### src/rtl/hcp_cmd_responder_if.sv
// HCP command/ack and local register bus signals of the command responder.
// The slave modport is the responder's view; master is the controller/bus side.
interface hcp_cmd_responder_if #(
   parameter int unsigned DW = 32
);
   logic [203:0]  iv_wr_command;
   logic          i_wr_command_wr;
   logic [203:0]  iv_rd_command;
   logic          i_rd_command_wr;
   logic [203:0]  ov_rd_command_ack;
   logic          o_rd_command_ack_wr;
   logic [7:0]    ov_reg_blk;
   logic [31:0]   ov_reg_addr;
   logic [DW-1:0] ov_reg_wdata;
   logic          o_reg_wr;
   logic          o_reg_rd;
   logic [DW-1:0] iv_reg_rdata;
   logic          i_reg_rdata_valid;
   logic [15:0]   ov_wr_drop_cnt;
   logic [15:0]   ov_rd_drop_cnt;
   logic [15:0]   ov_timeout_cnt;
   logic [2:0]    ov_rcs_state;

   modport slave (
      input  iv_wr_command, i_wr_command_wr, iv_rd_command, i_rd_command_wr,
      input  iv_reg_rdata, i_reg_rdata_valid,
      output ov_rd_command_ack, o_rd_command_ack_wr,
      output ov_reg_blk, ov_reg_addr, ov_reg_wdata, o_reg_wr, o_reg_rd,
      output ov_wr_drop_cnt, ov_rd_drop_cnt, ov_timeout_cnt, ov_rcs_state
   );

   modport master (
      output iv_wr_command, i_wr_command_wr, iv_rd_command, i_rd_command_wr,
      output iv_reg_rdata, i_reg_rdata_valid,
      input  ov_rd_command_ack, o_rd_command_ack_wr,
      input  ov_reg_blk, ov_reg_addr, ov_reg_wdata, o_reg_wr, o_reg_rd,
      input  ov_wr_drop_cnt, ov_rd_drop_cnt, ov_timeout_cnt, ov_rcs_state
   );
endinterface

### src/rtl/hcp_cmd_responder.sv
// HCP command target: queues write/read commands in two FIFOs and runs each as a
// single-beat register-bus access; every read returns one ack word.
module hcp_cmd_responder #(
   parameter int unsigned FIFO_DEPTH = 4,
   parameter int unsigned DW         = 32,
   parameter int unsigned RD_TIMEOUT = 255
) (
   input logic                i_clk,
   input logic                i_rst,
   hcp_cmd_responder_if.slave bus
);
   localparam int unsigned AW = $clog2(FIFO_DEPTH);
   localparam int unsigned TW = $clog2(RD_TIMEOUT + 1);
   localparam int unsigned WW = DW + 40;

   localparam logic [3:0] TypeWr     = 4'h1;
   localparam logic [3:0] TypeRd     = 4'h2;
   localparam logic [3:0] TypeAckOk  = 4'h3;
   localparam logic [3:0] TypeAckErr = 4'hE;

   typedef enum logic [2:0] {
      StIdle      = 3'd0,
      StWrite     = 3'd1,
      StReadIssue = 3'd2,
      StReadWait  = 3'd3,
      StAck       = 3'd4
   } state_e;

   state_e        state_q;
   logic [WW-1:0] wr_mem [FIFO_DEPTH];
   logic [39:0]   rd_mem [FIFO_DEPTH];
   logic [AW:0]   wr_wptr_q, wr_rptr_q, rd_wptr_q, rd_rptr_q;
   logic [15:0]   wr_drop_cnt_q, rd_drop_cnt_q, timeout_cnt_q;
   logic [TW-1:0] tmo_q;
   logic [7:0]    blk_q;
   logic [31:0]   addr_q;
   logic [DW-1:0] wdata_q;
   logic          reg_wr_q, reg_rd_q, ack_wr_q;
   logic [203:0]  ack_q;

   logic          wr_empty, wr_full, rd_empty, rd_full;
   logic          wr_push, wr_drop, rd_push, rd_drop, wr_pop, rd_pop;
   logic [WW-1:0] wr_head;
   logic [39:0]   rd_head;
   logic          unused_cmd_bits;

   // Data bits above DW on the write port and the whole read payload are never used.
   assign unused_cmd_bits = ^{bus.iv_wr_command[159:0], bus.iv_rd_command[159:0]};

   assign wr_empty = (wr_wptr_q == wr_rptr_q);
   assign rd_empty = (rd_wptr_q == rd_rptr_q);
   assign wr_full  = (wr_wptr_q[AW] != wr_rptr_q[AW]) &&
                     (wr_wptr_q[AW-1:0] == wr_rptr_q[AW-1:0]);
   assign rd_full  = (rd_wptr_q[AW] != rd_rptr_q[AW]) &&
                     (rd_wptr_q[AW-1:0] == rd_rptr_q[AW-1:0]);

   assign wr_push = bus.i_wr_command_wr && (bus.iv_wr_command[203:200] == TypeWr) && !wr_full;
   assign wr_drop = bus.i_wr_command_wr && !wr_push;
   assign rd_push = bus.i_rd_command_wr && (bus.iv_rd_command[203:200] == TypeRd) && !rd_full;
   assign rd_drop = bus.i_rd_command_wr && !rd_push;

   assign wr_pop  = (state_q == StIdle) && !wr_empty;
   assign rd_pop  = (state_q == StIdle) && wr_empty && !rd_empty;
   assign wr_head = wr_mem[wr_rptr_q[AW-1:0]];
   assign rd_head = rd_mem[rd_rptr_q[AW-1:0]];

   always_ff @(posedge i_clk) begin
      if (wr_push) begin
         wr_mem[wr_wptr_q[AW-1:0]] <= {bus.iv_wr_command[199:160], bus.iv_wr_command[DW-1:0]};
      end
      if (rd_push) begin
         rd_mem[rd_wptr_q[AW-1:0]] <= bus.iv_rd_command[199:160];
      end
   end

   always_ff @(posedge i_clk) begin
      if (i_rst) begin
         wr_wptr_q     <= '0;
         wr_rptr_q     <= '0;
         rd_wptr_q     <= '0;
         rd_rptr_q     <= '0;
         wr_drop_cnt_q <= '0;
         rd_drop_cnt_q <= '0;
      end else begin
         if (wr_push) wr_wptr_q <= wr_wptr_q + 1'b1;
         if (rd_push) rd_wptr_q <= rd_wptr_q + 1'b1;
         if (wr_pop)  wr_rptr_q <= wr_rptr_q + 1'b1;
         if (rd_pop)  rd_rptr_q <= rd_rptr_q + 1'b1;
         if (wr_drop && wr_drop_cnt_q != 16'hFFFF) wr_drop_cnt_q <= wr_drop_cnt_q + 16'd1;
         if (rd_drop && rd_drop_cnt_q != 16'hFFFF) rd_drop_cnt_q <= rd_drop_cnt_q + 16'd1;
      end
   end

   always_ff @(posedge i_clk) begin
      if (i_rst) begin
         state_q       <= StIdle;
         blk_q         <= '0;
         addr_q        <= '0;
         wdata_q       <= '0;
         reg_wr_q      <= 1'b0;
         reg_rd_q      <= 1'b0;
         ack_wr_q      <= 1'b0;
         ack_q         <= '0;
         tmo_q         <= '0;
         timeout_cnt_q <= '0;
      end else begin
         reg_wr_q <= 1'b0;
         reg_rd_q <= 1'b0;
         ack_wr_q <= 1'b0;
         unique case (state_q)
            StIdle: begin
               if (wr_pop) begin
                  blk_q    <= wr_head[WW-1:WW-8];
                  addr_q   <= wr_head[DW+31:DW];
                  wdata_q  <= wr_head[DW-1:0];
                  reg_wr_q <= 1'b1;
                  state_q  <= StWrite;
               end else if (rd_pop) begin
                  blk_q    <= rd_head[39:32];
                  addr_q   <= rd_head[31:0];
                  reg_rd_q <= 1'b1;
                  state_q  <= StReadIssue;
               end
            end
            StWrite: state_q <= StIdle;
            StReadIssue: begin
               tmo_q   <= '0;
               state_q <= StReadWait;
            end
            StReadWait: begin
               // Valid on the final wait cycle still completes the read successfully.
               if (bus.i_reg_rdata_valid) begin
                  ack_q    <= {TypeAckOk, blk_q, addr_q, 160'(bus.iv_reg_rdata)};
                  ack_wr_q <= 1'b1;
                  state_q  <= StAck;
               end else if (tmo_q == TW'(RD_TIMEOUT - 1)) begin
                  ack_q    <= {TypeAckErr, blk_q, addr_q, 160'd0};
                  ack_wr_q <= 1'b1;
                  state_q  <= StAck;
                  if (timeout_cnt_q != 16'hFFFF) timeout_cnt_q <= timeout_cnt_q + 16'd1;
               end else begin
                  tmo_q <= tmo_q + 1'b1;
               end
            end
            StAck: state_q <= StIdle;
            default: state_q <= StIdle;
         endcase
      end
   end

   assign bus.ov_rd_command_ack   = ack_q;
   assign bus.o_rd_command_ack_wr = ack_wr_q;
   assign bus.ov_reg_blk          = blk_q;
   assign bus.ov_reg_addr         = addr_q;
   assign bus.ov_reg_wdata        = wdata_q;
   assign bus.o_reg_wr            = reg_wr_q;
   assign bus.o_reg_rd            = reg_rd_q;
   assign bus.ov_wr_drop_cnt      = wr_drop_cnt_q;
   assign bus.ov_rd_drop_cnt      = rd_drop_cnt_q;
   assign bus.ov_timeout_cnt      = timeout_cnt_q;
   assign bus.ov_rcs_state        = state_q;
endmodule

### src/flat_wrapper.sv
// flat-port wrapper written by rule: the top's interface ports become plain ports
module hcp_cmd_responder_flat 
#(
   parameter int unsigned FIFO_DEPTH = 4,
   parameter int unsigned DW         = 32,
   parameter int unsigned RD_TIMEOUT = 255
)
  (i_clk, i_rst, bus_iv_wr_command, bus_i_wr_command_wr, bus_iv_rd_command, bus_i_rd_command_wr, bus_iv_reg_rdata, bus_i_reg_rdata_valid, bus_ov_rd_command_ack, bus_o_rd_command_ack_wr, bus_ov_reg_blk, bus_ov_reg_addr, bus_ov_reg_wdata, bus_o_reg_wr, bus_o_reg_rd, bus_ov_wr_drop_cnt, bus_ov_rd_drop_cnt, bus_ov_timeout_cnt, bus_ov_rcs_state);
  hcp_cmd_responder_if #(.DW(DW)) bus_i ();
  input logic i_clk;
  input logic i_rst;
  input wire logic [$bits(bus_i.iv_wr_command)-1:0] bus_iv_wr_command;
  input wire logic [$bits(bus_i.i_wr_command_wr)-1:0] bus_i_wr_command_wr;
  input wire logic [$bits(bus_i.iv_rd_command)-1:0] bus_iv_rd_command;
  input wire logic [$bits(bus_i.i_rd_command_wr)-1:0] bus_i_rd_command_wr;
  input wire logic [$bits(bus_i.iv_reg_rdata)-1:0] bus_iv_reg_rdata;
  input wire logic [$bits(bus_i.i_reg_rdata_valid)-1:0] bus_i_reg_rdata_valid;
  output wire logic [$bits(bus_i.ov_rd_command_ack)-1:0] bus_ov_rd_command_ack;
  output wire logic [$bits(bus_i.o_rd_command_ack_wr)-1:0] bus_o_rd_command_ack_wr;
  output wire logic [$bits(bus_i.ov_reg_blk)-1:0] bus_ov_reg_blk;
  output wire logic [$bits(bus_i.ov_reg_addr)-1:0] bus_ov_reg_addr;
  output wire logic [$bits(bus_i.ov_reg_wdata)-1:0] bus_ov_reg_wdata;
  output wire logic [$bits(bus_i.o_reg_wr)-1:0] bus_o_reg_wr;
  output wire logic [$bits(bus_i.o_reg_rd)-1:0] bus_o_reg_rd;
  output wire logic [$bits(bus_i.ov_wr_drop_cnt)-1:0] bus_ov_wr_drop_cnt;
  output wire logic [$bits(bus_i.ov_rd_drop_cnt)-1:0] bus_ov_rd_drop_cnt;
  output wire logic [$bits(bus_i.ov_timeout_cnt)-1:0] bus_ov_timeout_cnt;
  output wire logic [$bits(bus_i.ov_rcs_state)-1:0] bus_ov_rcs_state;
  assign bus_i.iv_wr_command = bus_iv_wr_command;
  assign bus_i.i_wr_command_wr = bus_i_wr_command_wr;
  assign bus_i.iv_rd_command = bus_iv_rd_command;
  assign bus_i.i_rd_command_wr = bus_i_rd_command_wr;
  assign bus_i.iv_reg_rdata = bus_iv_reg_rdata;
  assign bus_i.i_reg_rdata_valid = bus_i_reg_rdata_valid;
  assign bus_ov_rd_command_ack = bus_i.ov_rd_command_ack;
  assign bus_o_rd_command_ack_wr = bus_i.o_rd_command_ack_wr;
  assign bus_ov_reg_blk = bus_i.ov_reg_blk;
  assign bus_ov_reg_addr = bus_i.ov_reg_addr;
  assign bus_ov_reg_wdata = bus_i.ov_reg_wdata;
  assign bus_o_reg_wr = bus_i.o_reg_wr;
  assign bus_o_reg_rd = bus_i.o_reg_rd;
  assign bus_ov_wr_drop_cnt = bus_i.ov_wr_drop_cnt;
  assign bus_ov_rd_drop_cnt = bus_i.ov_rd_drop_cnt;
  assign bus_ov_timeout_cnt = bus_i.ov_timeout_cnt;
  assign bus_ov_rcs_state = bus_i.ov_rcs_state;
  hcp_cmd_responder #(.FIFO_DEPTH(FIFO_DEPTH), .DW(DW), .RD_TIMEOUT(RD_TIMEOUT)) u_core (.i_clk(i_clk), .i_rst(i_rst), .bus(bus_i));
endmodule
### config.mk
export PLATFORM = sky130hd
export DESIGN_NAME = hcp_cmd_responder_flat
export DESIGN_NICKNAME = d
export VERILOG_FILES = /design/src/rtl/hcp_cmd_responder_if.sv /design/src/rtl/hcp_cmd_responder.sv /design/src/flat_wrapper.sv
export SDC_FILE = /design/constraint.sdc
export NUM_CORES = 1
export LEC_CHECK = 0
export ABC_AREA = 1
export BUFFER_PORTS_ARGS = -buffer_cell sky130_fd_sc_hd__buf_2
export CAP_MARGIN = 20
export CORE_AREA = 2 2 298 300
export DETAILED_ROUTE_END_ITERATION = 10
export DIE_AREA = 0 0 300 302
export SLEW_MARGIN = 10
export SYNTH_ARGS = -nofsm -noshare
export SYNTH_HDL_FRONTEND = slang
export SYNTH_SLANG_ARGS = --single-unit
### constraint.sdc
create_clock -name i_clk -period 8 [get_ports i_clk]
set_clock_uncertainty 0.15 [all_clocks]
set_input_delay 0.8 -clock i_clk [delete_from_list [all_inputs] [get_ports i_clk]]
set_output_delay 0.8 -clock i_clk [all_outputs]
set_load 0.01 [all_outputs]
## Word-level counts from Yosys, hierarchy flattened

Memories as Yosys holds them, arrays and structs flattened. A register that Yosys moved wholly into a read port is not among the register bits.
Index checks and enable logic that the tools add are counted.

| word-level totals | value |
|---|---|
| register bits | 350 |
| bits in writable memories | 448 |
| input port bits | 445 |
| output and inout bits | 330 |
| logic and storage cells | 105 |
| memories | 2 |

Memories:

| name | depth | bits a word | read ports | clocked after memory_dff | wr ports | line | source |
|---|---|---|---|---|---|---|---|
| u_core.wr_mem | 4 | 72 | 1 | 1 | 1 | hcp_cmd_responder.sv:30 | `logic [WW-1:0] wr_mem [FIFO_DEPTH];` |
| u_core.rd_mem | 4 | 40 | 1 | 1 | 1 | hcp_cmd_responder.sv:31 | `logic [39:0] rd_mem [FIFO_DEPTH];` |

| cells by class | value |
|---|---|
| $add $sub $neg | 8 |
| equal/unequal tests | 18 |
| muxes and demuxes | 26 |
| bitwise logic cells | 3 |
| reductions and logical operators | 32 |

Operators with widths:

| cell | number |
|---|---|
| 204-bit two-way mux | 2 |
| 32-bit two-way mux | 2 |
| 16-bit by 1-bit adder with 16-bit output (second input constant) | 3 |
| 16-bit != test (second input constant) | 3 |
| 8-bit two-way mux | 4 |
| 8-bit case mux with 2 select lines | 1 |
| 1-bit logical AND | 13 |
| 3-bit by 1-bit adder with 3-bit output (second input constant) | 4 |
| 3-bit two-way mux | 4 |
| 3-bit case mux with 3 select lines | 1 |
| 8-bit by 1-bit adder with 8-bit output (second input constant) | 1 |
| 8-bit == test (second input constant) | 1 |
| 1-bit two-way mux | 8 |
| 2-bit two-way mux | 4 |
| 2-bit AND reduction | 4 |
| 3-bit by 2-bit == test with 1-bit output (second input constant) | 2 |
| 3-bit == test | 2 |
| 1-bit logical NOT | 6 |
| 2-bit nonzero test | 3 |
| 2-bit == test | 2 |
| 4-bit by 1-bit == test with 1-bit output (second input constant) | 1 |
| 4-bit by 2-bit == test with 1-bit output (second input constant) | 1 |
| 2-bit != test (second input constant) | 2 |
| 4-bit AND reduction | 1 |
| other kinds (8) | 12 |

## Logic depth before layout (Yosys ltp)

Gate-level depths: netlist of the first run.

| logic depth | value |
|---|---|
| depth in word-level cells | 7 |
| gate-level depth with buffers | 11 |
| gate-level depth less buffers | 10 |

## Worst setup path before layout of the first run

Ideal clock, no wire load.

| path | value |
|---|---|
| kind | input to register |
| start point | in bus_iv_wr_command[203] |
| end point | mem u_core.wr_mem[0][0] in the netlist's numbering, enable pin |
| library setup time | 502 ps |
| arrival time | 4293 ps |
| required time | 7348 ps |
| slack | 3055 ps |
| stages on the path | 6 |
| buffers on the path | 1 |
| cell sequence | nor2_1 > nand2_1 > nor2_1 > nand2_1 > buf_2 > nor2_1 |

| between the ends | value |
|---|---|
| cells in the longest elaborated chain, start to end | 5 |

RTL lines:

| what | line | source |
|---|---|---|
| start, declared | flat_wrapper.sv:12 | `input wire logic [$bits(bus_i.iv_wr_command)-1:0] bus_iv_wr_command;` |
| 4-bit by 1-bit == test with 1-bit output | hcp_cmd_responder.sv:57 | `assign wr_push = bus.i_wr_command_wr && (bus.iv_wr_command[203:200] == TypeWr) && !wr_full;` |
| 1-bit logical AND (2 in a row) | hcp_cmd_responder.sv:57 |  |
| 1-bit two-way mux | hcp_cmd_responder.sv:68 | `if (wr_push) begin` |
| 1-bit two-way mux (not written as such) | hcp_cmd_responder.sv:69 | `wr_mem[wr_wptr_q[AW-1:0]] <= {bus.iv_wr_command[199:160], bus.iv_wr_command[DW-1:0]};` |
| end, declared | hcp_cmd_responder.sv:30 |  |

Every way passes these cells.

## Final worst setup path of the first run

| path | value |
|---|---|
| start point | reg u_core.wr_wptr_q[1] |
| end point | mem u_core.wr_mem[2][56] in the netlist's numbering, enable pin |

| between the ends | value |
|---|---|
| cells in the longest elaborated chain, start to end | 6 |

RTL lines:

| what | line | source |
|---|---|---|
| start, declared | hcp_cmd_responder.sv:32 | `logic [AW:0] wr_wptr_q, wr_rptr_q, rd_wptr_q, rd_rptr_q;` |
| start signal, assigned | hcp_cmd_responder.sv:85 | `if (wr_push) wr_wptr_q <= wr_wptr_q + 1'b1;` |
| 2-bit == test | hcp_cmd_responder.sv:53 | `(wr_wptr_q[AW-1:0] == wr_rptr_q[AW-1:0]);` |
| 1-bit logical AND | hcp_cmd_responder.sv:52 | `assign wr_full = (wr_wptr_q[AW] != wr_rptr_q[AW]) &&` |
| 1-bit logical NOT | hcp_cmd_responder.sv:57 |  |
| 1-bit logical AND | hcp_cmd_responder.sv:57 |  |
| 1-bit two-way mux | hcp_cmd_responder.sv:68 |  |
| 1-bit two-way mux (not written as such) | hcp_cmd_responder.sv:69 |  |

Several ways; a longest one is shown, not always the timed one.

==> results of run 1 <==
[placed cells by master (no fill, tap or decap), types with 3 or more instances in the layout]
master	Yosys	routed
o21ai_0	322	322
buf_4	137	26
clkbuf_8	0	5
xnor2_1	16	16
clkbuf_1	83	9
dfxtp_1	225	223
inv_1	98	95
nand2_1	430	429
clkinv_4	0	6
clkinvlp_4	0	3
edfxtp_1	448	448
nand3_2	4	4
clkinv_8	0	3
inv_2	9	11
a21oi_1	122	122
nand3b_1	5	5
nor2_4	4	12
conb_1	1	128
nand2_2	21	20
nor2_1	499	491
a21oi_2	15	15
buf_2	46	357
o22ai_1	72	72
bufinv_16	0	11
nand2_4	2	4
nand4_1	17	17
o21ai_1	30	30
clkinv_1	1	12
nor3_1	4	4
clkbuf_16	0	77
nand3_1	70	70
xor2_1	19	19
diode_2	0	10
nor2_2	5	5
clkinv_2	0	9
ha_1	15	15
[metal layers]
layer / track usage / up-vias / share of wire
met5: 0 / - / 0.0037
met4: 0.0593 / 42 / 0.030
met3: 0.0570 / 157 / 0.090
met2: 0.267 / 615 / 0.46
met1: 0.194 / 9185 / 0.41
li1: - / 9679 / -
[cells in the mapped netlist (16+ instances only)]
cell      number  area [um2]
xnor2_1       16         140
o21ai_0      322        1610
clkbuf_1      83         312
dfxtp_1      225        4500
nand4_1       17         106
buf_4        137        1030
edfxtp_1     448       13500
nand2_1      430        1610
nand3_1       70         350
o21ai_1       30         150
a21oi_1      122         611
o22ai_1       72         450
buf_2         46         230
xor2_1        19         166
nand2_2       21         131
inv_1         98         368
nor2_1       499        1870
[through the flow]
stage / util / cell area (um2) / setup WS, ns
finish: 0.375 / 32900 / 4.54
global route: 0.375 / 32800 / 4.24
CTS: 0.375 / 32800 / 4.43
detailed placement: 0.344 / 30200 / 3.95
global placement: 0.344 / 30200 / 4.00
floorplan: - / 28300 / 3.06
[flip-flops by register name, indices dropped and copies added (netlist names), named ones only]
signal / count
u_core.bus.o_rd_command_ack_wr: 1
u_core.bus.o_reg_rd: 1
u_core.bus.o_reg_wr: 1
u_core.bus.ov_rcs_state: 3
u_core.bus.ov_rd_command_ack: 75
u_core.bus.ov_rd_drop_cnt: 16
u_core.bus.ov_reg_addr: 32
u_core.bus.ov_reg_blk: 8
u_core.bus.ov_reg_wdata: 32
u_core.bus.ov_timeout_cnt: 16
u_core.bus.ov_wr_drop_cnt: 16
u_core.rd_mem: 160
u_core.rd_rptr_q: 3
u_core.rd_wptr_q: 3
u_core.tmo_q: 8
u_core.wr_mem: 288
u_core.wr_rptr_q: 3
u_core.wr_wptr_q: 3
[area by class of cell]
| cell class | instances | share of cell area |
|---|---|---|
| Clock inverter | 48 | 0.0188 |
| Multi-Input combinational cell | 1806 | 0.254 |
| Tap cell | 1165 | 0.0444 |
| Timing Repair Buffer | 383 | 0.0603 |
| Sequential cell | 673 | 0.547 |
| Antenna cell | 10 | 0.000762 |
| Clock buffer | 95 | 0.0625 |
| Inverter | 109 | 0.0126 |
[logic make-up (layout without fill, tap and decap cells)]
group / Yosys count / after routing / synth area share
adders and majority gates: 15 / 15 / 0.00676
and+or+nand+nor: 1065 / 1065 / 0.156
xor gates and xnor gates: 35 / 35 / 0.0110
DFF: 673 / 673 / 0.646
buffers and inverters: 383 / 635 / 0.0733
other: 1 / 138 / 0.000135
AOI/OAI and AO/OA: 563 / 563 / 0.107
[how the worst max path moves through the flow]
stage,from,endpoint,depth (start not counted)
after floorplan,bus_iv_wr_command[203],u_core.wr_mem[0][0]$_DFFE_PP_,6
after global placement,bus_i_wr_command_wr,u_core.wr_mem[0][58]$_DFFE_PP_,6
after detailed placement,bus_iv_wr_command[203],u_core.wr_mem[0][58]$_DFFE_PP_,7
after CTS,u_core.wr_wptr_q[0]$_SDFFE_PP0P_,u_core.wr_mem[0][58]$_DFFE_PP_,7
after global routing,u_core.wr_wptr_q[0]$_SDFFE_PP0P_,u_core.wr_mem[0][60]$_DFFE_PP_,7
final,u_core.wr_wptr_q[1]$_SDFFE_PP0P_,u_core.wr_mem[2][56]$_DFFE_PP_,7
[where the power goes]
group | total (mW) | switching (mW) | internal [mW] | leakage [nW]
Combinational | 2.01 | 1.45 | 0.560 | 5.51
Sequential | 3.96 | 0.0856 | 3.87 | 5.86
Clock | 3.66 | 1.46 | 2.21 | 1.30
Total | 9.63 | 2.99 | 6.64 | 12.7
==> summary.md, run 1 <==
| Metric | Value |
|---|---|
| Status | finished, final reports clean |
| Max rail drop VDD | approximately 200 uV |
| Post-synthesis cell area | 27,800 um2 |
| First-pass GRT wire length | 111,000 um |
| Reg2Reg Setup Slack | 4.54 ns |
| Final slew viol count | 0 |
| Yosys warnings | 0 |
| Max Cap Viol | 0 |
| Fin. Hold Viols | 0 |
| Crit-path leading delay family | simple AND/OR/NAND/NOR gates |
| Clk slew on worst S/H paths | 0.06 ns |
| Period utilization | 0.432 |
| Postcts setup bufs | 0 |
| P&R area growth vs syn | 18.3% |
| Crit path top cell by count | nand2_1 |
| Post-CTS Hold Buffers | 0 |
| Io pins | 775 |
| RePlAce Congestion | 0.807 |
| # DRC | 0 |
| Placed Cells | between 4,000 and 5,000 |
| Relative slew slack | 0.285 |
| TritonCTS clock tree | done |
| WS Path Type | reg -> reg |
| Row Count | 109 |
| Power density cells | 293 nW/um2 |
| Asr flop ratio synth | 0 |
| Share of post-route cells with drive strength above 1 | 0.187 |
| R2R depth | 7 |
| H-Tree Depth | 3 |
| FF+latch count, synth | 673 |
| Core area | between 80,000 and 90,000 um2 |
| Via count | 19,700 |
| Hold Crit Class | in -> reg |
| Register area | 18,000 um2 |
| Worst hold endpoint | u_core.wr_mem[2][13]$_DFFE_PP_ |
| RSZ-0062 raised after global routing | false |
| Drt pass-1 iters | 5 |
| Req. time, crit path | 8.07 ns |
| Clock Latency Late Sink | 0.63 ns |
| Final Routed Wirelength | 75,300 um |
| Area occupied by multi-input gates | 8340 um2 |
| Finished Layout Cells | 4,289 |
| WP buf/inv | 2 |
| Hold Path Origin | bus_iv_wr_command[13] |
| Clk root buf | clkbuf_16 |
| CP max FO | 46 |
| Crit-path max cell delay | approximately 0.94 ns |
| Netlist cell types | 38 |
| Chip height | 302 um |
| Max Clock Freq | 289 MHz |
| Crit start category | flop |
| Critical path cell sequence | inv_2 > nand2_1 > nand2_1 > nand3_1 > nand2_1 > nor2_4 > buf_4 |
| Post-DP HPWL | ~47,000 um |
| Initial antenna violation count | 35 |
| Lkg Pwr | 12.7 nW |
| Vias per cell | 4.59 |
| Post-cts gate resize count | 0 |
| Pin count of the biggest net entering global routing | between 80 and 90 |
| CP max stage cell | nor2_4 |
| Sequential element share of the synthesized area | 0.646 |
| Most common flop cell mapped by yosys | edfxtp_1 |
| Hold WS | roughly 0.23 ns |
| Vias in the first global route | 18,600 |
| Clock buffer depth | 3 |
| Worst setup EP type | flop |
| Number of nets in the layout | 3,510 |
| WHS Path Cells | 1 |
| Worst flop-to-flop path endpoint | u_core.wr_mem[2][56]$_DFFE_PP_ |
| Clock sinks | 673 |
| Drt initial violations | roughly 1,300 |
| Initial Util | 0.317 |
| TritonCTS Buffers | 77 |
| WL/cell | 17.6 um |
| FILL cells | 8,642 |
| Die ar. | 90,600 um2 |
| Fin crit period | 3.46 ns |
| ANT nets after route | 0 |
| Die width | 300 um |
| EDFF count, synth | 448 |
| Worst Max-Slew Pin Slew | around 1.1 ns |
| Grt total ovfl | 0 |
| PortBufs | 358 |
| Cells after Synth | 2,735 |
| Mean post-synth cell area | 10.2 um2 |
| Setup tns final | 0 ns |
| Critical R2R Launch | u_core.wr_wptr_q[1]$_SDFFE_PP0P_ |
| Critical Path AT | 3.53 ns |
| Power Total | 9.63 mW |
| Total track usage | 0.161 |
| Setup-failing EPs final | 0 |
Power figures use the tool's default switching activity.
==> run 2, diff against run 1 <==
==> constraint.sdc (replaced) <==
create_clock -name i_clk -period 2.9 [get_ports i_clk]
set_clock_uncertainty 0.15 [all_clocks]
set_input_delay 0.29 -clock i_clk [delete_from_list [all_inputs] [get_ports i_clk]]
set_output_delay 0.29 -clock i_clk [all_outputs]
set_load 0.01 [all_outputs]
==> summary.md, run 2 (same netlist as run 1, synthesis figures left out) <==
| Metric | Value |
|---|---|
| Status | finished, final reports clean |
| Hold Crit Class | in -> reg |
| Met2 WL | roughly 36,000 um |
| CP max FO | 33 |
| Max Clock Freq | 393 MHz |
| Metal3 WL | 5520 um |
| CP endpoint | u_core.bus.ov_rd_command_ack[10]$_SDFFE_PP0P_ |
| Drt initial violations | 1,183 |
| Vias per cell | 4.61 |
| # DRC | 0 |
| Final Worst Setup Slack | 0.359 ns |
| RSZ-0062 raised after global routing | false |
| First-pass GRT wire length | ~120,000 um |
| Critical R2R Launch | u_core.tmo_q[0]$_SDFFE_PP0P_ |
| TritonCTS Buffers | 77 |
| Clk slew on worst S/H paths | 0.06 ns |
| Total track usage | 0.166 |
| Post-DP HPWL | 49,200 um |
| Hold Path Origin | bus_iv_wr_command[192] |
| Relative slew slack | 0.451 |
| Clk root buf | clkbuf_16 |
| Commonest cells after routing, fill and taps aside | nor2_1, edfxtp_1, nand2_1 |
| Worst Max-Slew Pin Slew | 0.824 ns |
| R2R depth | 10 |
| Fin. Hold Viols | 0 |
| Placed Cells | approximately 4,200 |
| Die width | 300 um |
| Clock sinks | 673 |
| Setup-failing EPs final | 0 |
| WP buf/inv | 3 |
| Req. time, crit path | around 3.3 ns |
| Most common cell after layout, fill and taps aside | nor2_1 |
| Clock Latency Late Sink | 0.61 ns |
| Power Total | around 27 mW |
| Core area | between 80,000 and 90,000 um2 |
| Pre-CTS setup slack | about 0.4 ns |
| Finished Layout Cells | 4,495 |
| PortBufs | 358 |
| TritonCTS clock tree | done |
| FILL cells | 8,436 |
| ANT nets after route | 0 |
| Post-CTS Hold Buffers | 176 |
| Fin crit period | 2.54 ns |
| Crit-path leading delay family | buffers and inverters |
| Initial Util | 0.317 |
| Post-cts gate resize count | 0 |
| Number of nets in the layout | 3,718 |
| Crit start category | flop |
| Crit path top cell by count | nand2_1 |
| Critical Path Start | u_core.tmo_q[0]$_SDFFE_PP0P_ |
| Max rail drop VDD | between 500 and 600 uV |
| Worst flop-to-flop path endpoint | u_core.bus.ov_rd_command_ack[10]$_SDFFE_PP0P_ |
| Share of post-route cells with drive strength above 1 | 0.185 |
| Reg2Reg Setup Slack | 0.36 ns |
| Final Routed Wirelength | 77,300 um |
| Postcts setup bufs | 0 |
| Final slew viol count | 0 |
| Max reg flops | 288 |
| Fin util | 0.400 |
| Critical Path AT | 2.95 ns |
| WS Path Type | reg -> reg |
| Post-DP Area | between 30,000 and 40,000 um2 |
| Drt pass-1 iters | 5 |
| Grt total ovfl | 0 |
| RePlAce Congestion | 0.828 |
| Chip height | 302 um |
| Worst setup EP type | flop |
| Die ar. | 90,600 um2 |
| Clock buffer depth | 3 |
| Design area | 35,000 um2 |
| Vias in the first global route | 19,400 |
| Initial antenna violation count | 19 |
| Period utilization | 0.876 |
| CP Depth | 10 |
| Crit-path max cell delay | ~0.58 ns |
| Critical path cell sequence | inv_1 > ha_1 > nand2_1 > nor2_2 > nand3_2 > nand2_2 > inv_2 > nand2_1 > a21oi_1 > dlygate4sd3_1 |
| Via count | between 20,000 and 25,000 |
| Io pins | roughly 780 |
| Max Cap Viol | 0 |
| WL/cell | 17.2 um |
| Power density cells | around 760 nW/um2 |
| CP max stage cell | dlygate4sd3_1 |
| Row Count | 109 |
| Lkg Pwr | about 14 nW |
| Max layer used | met5 |
| Post-route met1 wirelength | between 30,000 and 40,000 um |
| H-Tree Depth | 3 |
| Pin count of the biggest net entering global routing | between 100 and 150 |
| P&R area growth vs syn | 26.0% |
## run 2: area by class of cell
type	count	area (um2)	area share
Antenna cell	10	25.0	0.000715
Clock buffer	96	2060	0.0589
Clock inverter	45	459	0.0131
Inverter	109	415	0.0119
Multi-Input combinational cell	1806	8340	0.238
Sequential cell	673	18000	0.513
Tap cell	1165	1460	0.0416
Timing Repair Buffer	591	4300	0.123
## run 2: worst min-delay path by stage
| stage | end | slack [ns] | depth (start not counted) |
|---|---|---|---|
| 2_1_floorplan | u_core.rd_mem[0][0]$_DFFE_PP_ | 0.24 | 0 |
| 3_3_place_gp | u_core.rd_wptr_q[2]$_SDFFE_PP0P_ | 0.29 | 1 |
| 3_5_place_dp | u_core.bus.ov_rd_command_ack[21]$_SDFFE_PP0P_ | 0.30 | 2 |
| 4_1_cts | u_core.wr_mem[0][70]$_DFFE_PP_ | 0.24 | 2 |
| 5_1_grt | u_core.wr_mem[1][64]$_DFFE_PP_ | 0.26 | 2 |
| 6_report | u_core.wr_mem[0][64]$_DFFE_PP_ | 0.27 | 2 |
## run 2: per-stage QoR
| stage | hold slack, ns | TNS [ns] |
|---|---|---|
| after CTS | 0.238 | 0 |
| after global placement | 0.293 | 0 |
| after floorplan | 0.239 | -129.50 |
| after global routing | 0.261 | 0 |
| final | 0.271 | 0 |
| after detailed placement | 0.300 | 0 |
## run 2: report_power, final
part | switching [mW] | internal [mW] | total [mW] | leakage, nW
clock network | 3.93 | 5.71 | 9.64 | 1.23
logic | 4.10 | 1.85 | 5.95 | 6.57
registers | 0.244 | 10.7 | 10.9 | 5.86
## run 2: metal layers
metal,GRT usage,vias up
met5,0,-
met4,0.0512,20
met3,0.0412,121
met2,0.273,677
met1,0.215,9818
li1,-,10100
==> run 3, diff against run 2 <==
--- a/config.mk
+++ b/config.mk
@@ -8,9 +8,9 @@
 export ABC_AREA = 1
 export BUFFER_PORTS_ARGS = -buffer_cell sky130_fd_sc_hd__buf_2
 export CAP_MARGIN = 20
-export CORE_AREA = 2 2 298 300
+export CORE_AREA = 2 2 303 305
 export DETAILED_ROUTE_END_ITERATION = 10
-export DIE_AREA = 0 0 300 302
+export DIE_AREA = 0 0 305 307
 export SLEW_MARGIN = 10
 export SYNTH_ARGS = -nofsm -noshare
 export SYNTH_HDL_FRONTEND = slang
==> summary.md, run 3 (same netlist as run 1, synthesis figures left out) <==
| Metric | Value |
|---|---|
| Status | finished, final reports clean |
| Via count | 20,800 |
| CP max stage cell | dlygate4sd3_1 |
| Max rail drop VDD | 517 uV |
| Setup tns final | 0 ns |
| Max Clock Freq | 375 MHz |
| Initial antenna violation count | 26 |
| Max Cap Viol | 0 |
| Initial Util | 0.306 |
| Critical R2R Launch | u_core.tmo_q[0]$_SDFFE_PP0P_ |
| TritonCTS Buffers | 77 |
| Clk root buf | clkbuf_16 |
| Period utilization | 0.920 |
| Met2 WL | 36,300 um |
| Drt initial violations | between 1,000 and 1,500 |
| Critical Path AT | just over 3 ns |
| Pre-CTS setup slack | 0.597 ns |
| Core area | 90,700 um2 |
| Commonest cells after routing, fill and taps aside | nor2_1, edfxtp_1, nand2_1 |
| Vias per cell | 4.60 |
| Power Total | 26.9 mW |
| Chip height | 307 um |
| Crit-path leading delay family | buffers and inverters |
| Crit path top cell by count | nand2_1 |
| Power density cells | 766 nW/um2 |
| Finished Layout Cells | 4,514 |
| Clock buffer depth | 3 |
| Clock sinks | approximately 670 |
| Max reg flops | 288 |
| Crit start category | flop |
| Die ar. | 93,600 um2 |
| First-pass GRT wire length | 116,000 um |
| P&R area growth vs syn | 26.5% |
| Clk slew on worst S/H paths | 0.06 ns |
| Final Routed Wirelength | 77,300 um |
| WL/cell | 17.1 um |
| Pin count of the biggest net entering global routing | 82 |
| WS Path Type | reg -> reg |
| Max layer used | met5 |
| Req. time, crit path | 3.31 ns |
| PortBufs | approximately 360 |
| Postcts setup bufs | 0 |
| Placed Cells | between 4,000 and 5,000 |
| Metal3 WL | 5670 um |
| Fin crit period | 2.67 ns |
| Most common cell after layout, fill and taps aside | nor2_1 |
| Die width | 305 um |
| CP max FO | 34 |
| Setup-failing EPs final | 0 |
| Clock Latency Late Sink | approximately 0.63 ns |
| Vias in the first global route | roughly 20,000 |
| Post-DP HPWL | 49,700 um |
| Lkg Pwr | around 14 nW |
| Drt pass-1 iters | 6 |
| Fin. Hold Viols | 0 |
| TritonCTS clock tree | done |
| Io pins | 775 |
| Grt total ovfl | 0 |
| ANT nets after route | 0 |
| Hold Crit Class | in -> reg |
| FILL cells | 8,883 |
| Final Worst Setup Slack | 0.231 ns |
| RSZ-0062 raised after global routing | false |
| RePlAce Congestion | approximately 0.84 |
| Number of nets in the layout | around 3,700 |
| Critical path cell sequence | inv_1 > ha_1 > nand2_1 > nor2_2 > nand3_2 > nand2_2 > inv_2 > nand2_1 > a21oi_1 > dlygate4sd3_1 |
| Worst Max-Slew Pin Slew | 0.650 ns |
| Row Count | 111 |
| # DRC | 0 |
| Critical Path Start | u_core.tmo_q[0]$_SDFFE_PP0P_ |
| Post-route met1 wirelength | 33,400 um |
| Final slew viol count | 0 |
| WP buf/inv | 3 |
| Crit-path max cell delay | 0.61 ns |
| Share of post-route cells with drive strength above 1 | 0.182 |
| Worst setup EP type | flop |
| H-Tree Depth | 3 |
| Hold Path Origin | bus_iv_wr_command[200] |
| Total track usage | 0.161 |
| Relative slew slack | 0.566 |
[run 3: per-layer routing]
metal / track usage / vias up
li1: - / 10100
met1: 0.205 / 9810
met2: 0.264 / 698
met3: 0.0444 / 126
met4: 0.0522 / 30
met5: 0 / -
[run 3: path summary, 6_finish.rpt]
check	to	slack (ns)	cells past startpoint
setup / recovery	u_core.bus.ov_rd_command_ack[9]$_SDFFE_PP0P_	0.23	10
hold / removal	u_core.wr_wptr_q[2]$_SDFFE_PP0P_	0.1	7
setup reg to reg	u_core.bus.ov_rd_command_ack[9]$_SDFFE_PP0P_	0.23	10
hold reg to reg	u_core.rd_wptr_q[2]$_SDFFE_PP0P_	0.30	1
[run 3: power breakdown]
| part | leakage [nW] | internal [mW] | switching [mW] | total, mW |
|---|---|---|---|---|
| Combinational | 6.55 | 1.87 | 4.06 | 5.93 |
| Sequential | 5.86 | 10.7 | 0.255 | 10.9 |
| Clock | 1.29 | 6.12 | 3.91 | 10.0 |
| Total | 13.7 | 18.7 | 8.23 | 26.9 |
[run 3: cell type report]
type / instances / area [um2] / area share
sequential: 673 / 18000 / 0.511
clock buffer: 111 / 2240 / 0.0639
tap: 1186 / 1480 / 0.0422
clock inverter: 32 / 392 / 0.0111
inverter: 109 / 415 / 0.0118
antenna: 11 / 27.5 / 0.000784
multi-input combinational: 1806 / 8340 / 0.237
timing repair buffer: 586 / 4270 / 0.121
[run 3: worst reg2reg max path: cells and delay by family, from the launching register on]
family                   cells  cell delay (ns)
AO/OA/AOI/OAI                1             0.19
AND/OR/NAND/NOR              5             0.52
adder cells (fa/ha/maj)      1             0.20
flip-flops                   1             0.38
buffers and inverters        3             1.18
[run 3: timing repair]
action / 4_1_cts / 5_1_grt
hold endpoints to repair: 491 / 0
resized for setup: 0 / 0
hold buffers: 174 / 0
[run 3: through the flow]
stage                     hold WS, ns  instance area, um2   util
after floorplan                 0.239               28300      -
after global placement          0.287               30700  0.339
after detailed placement        0.296               30700  0.339
after CTS                      0.0380               35100  0.387
after global routing           0.0993               35100  0.387
final                          0.0965               35100  0.387
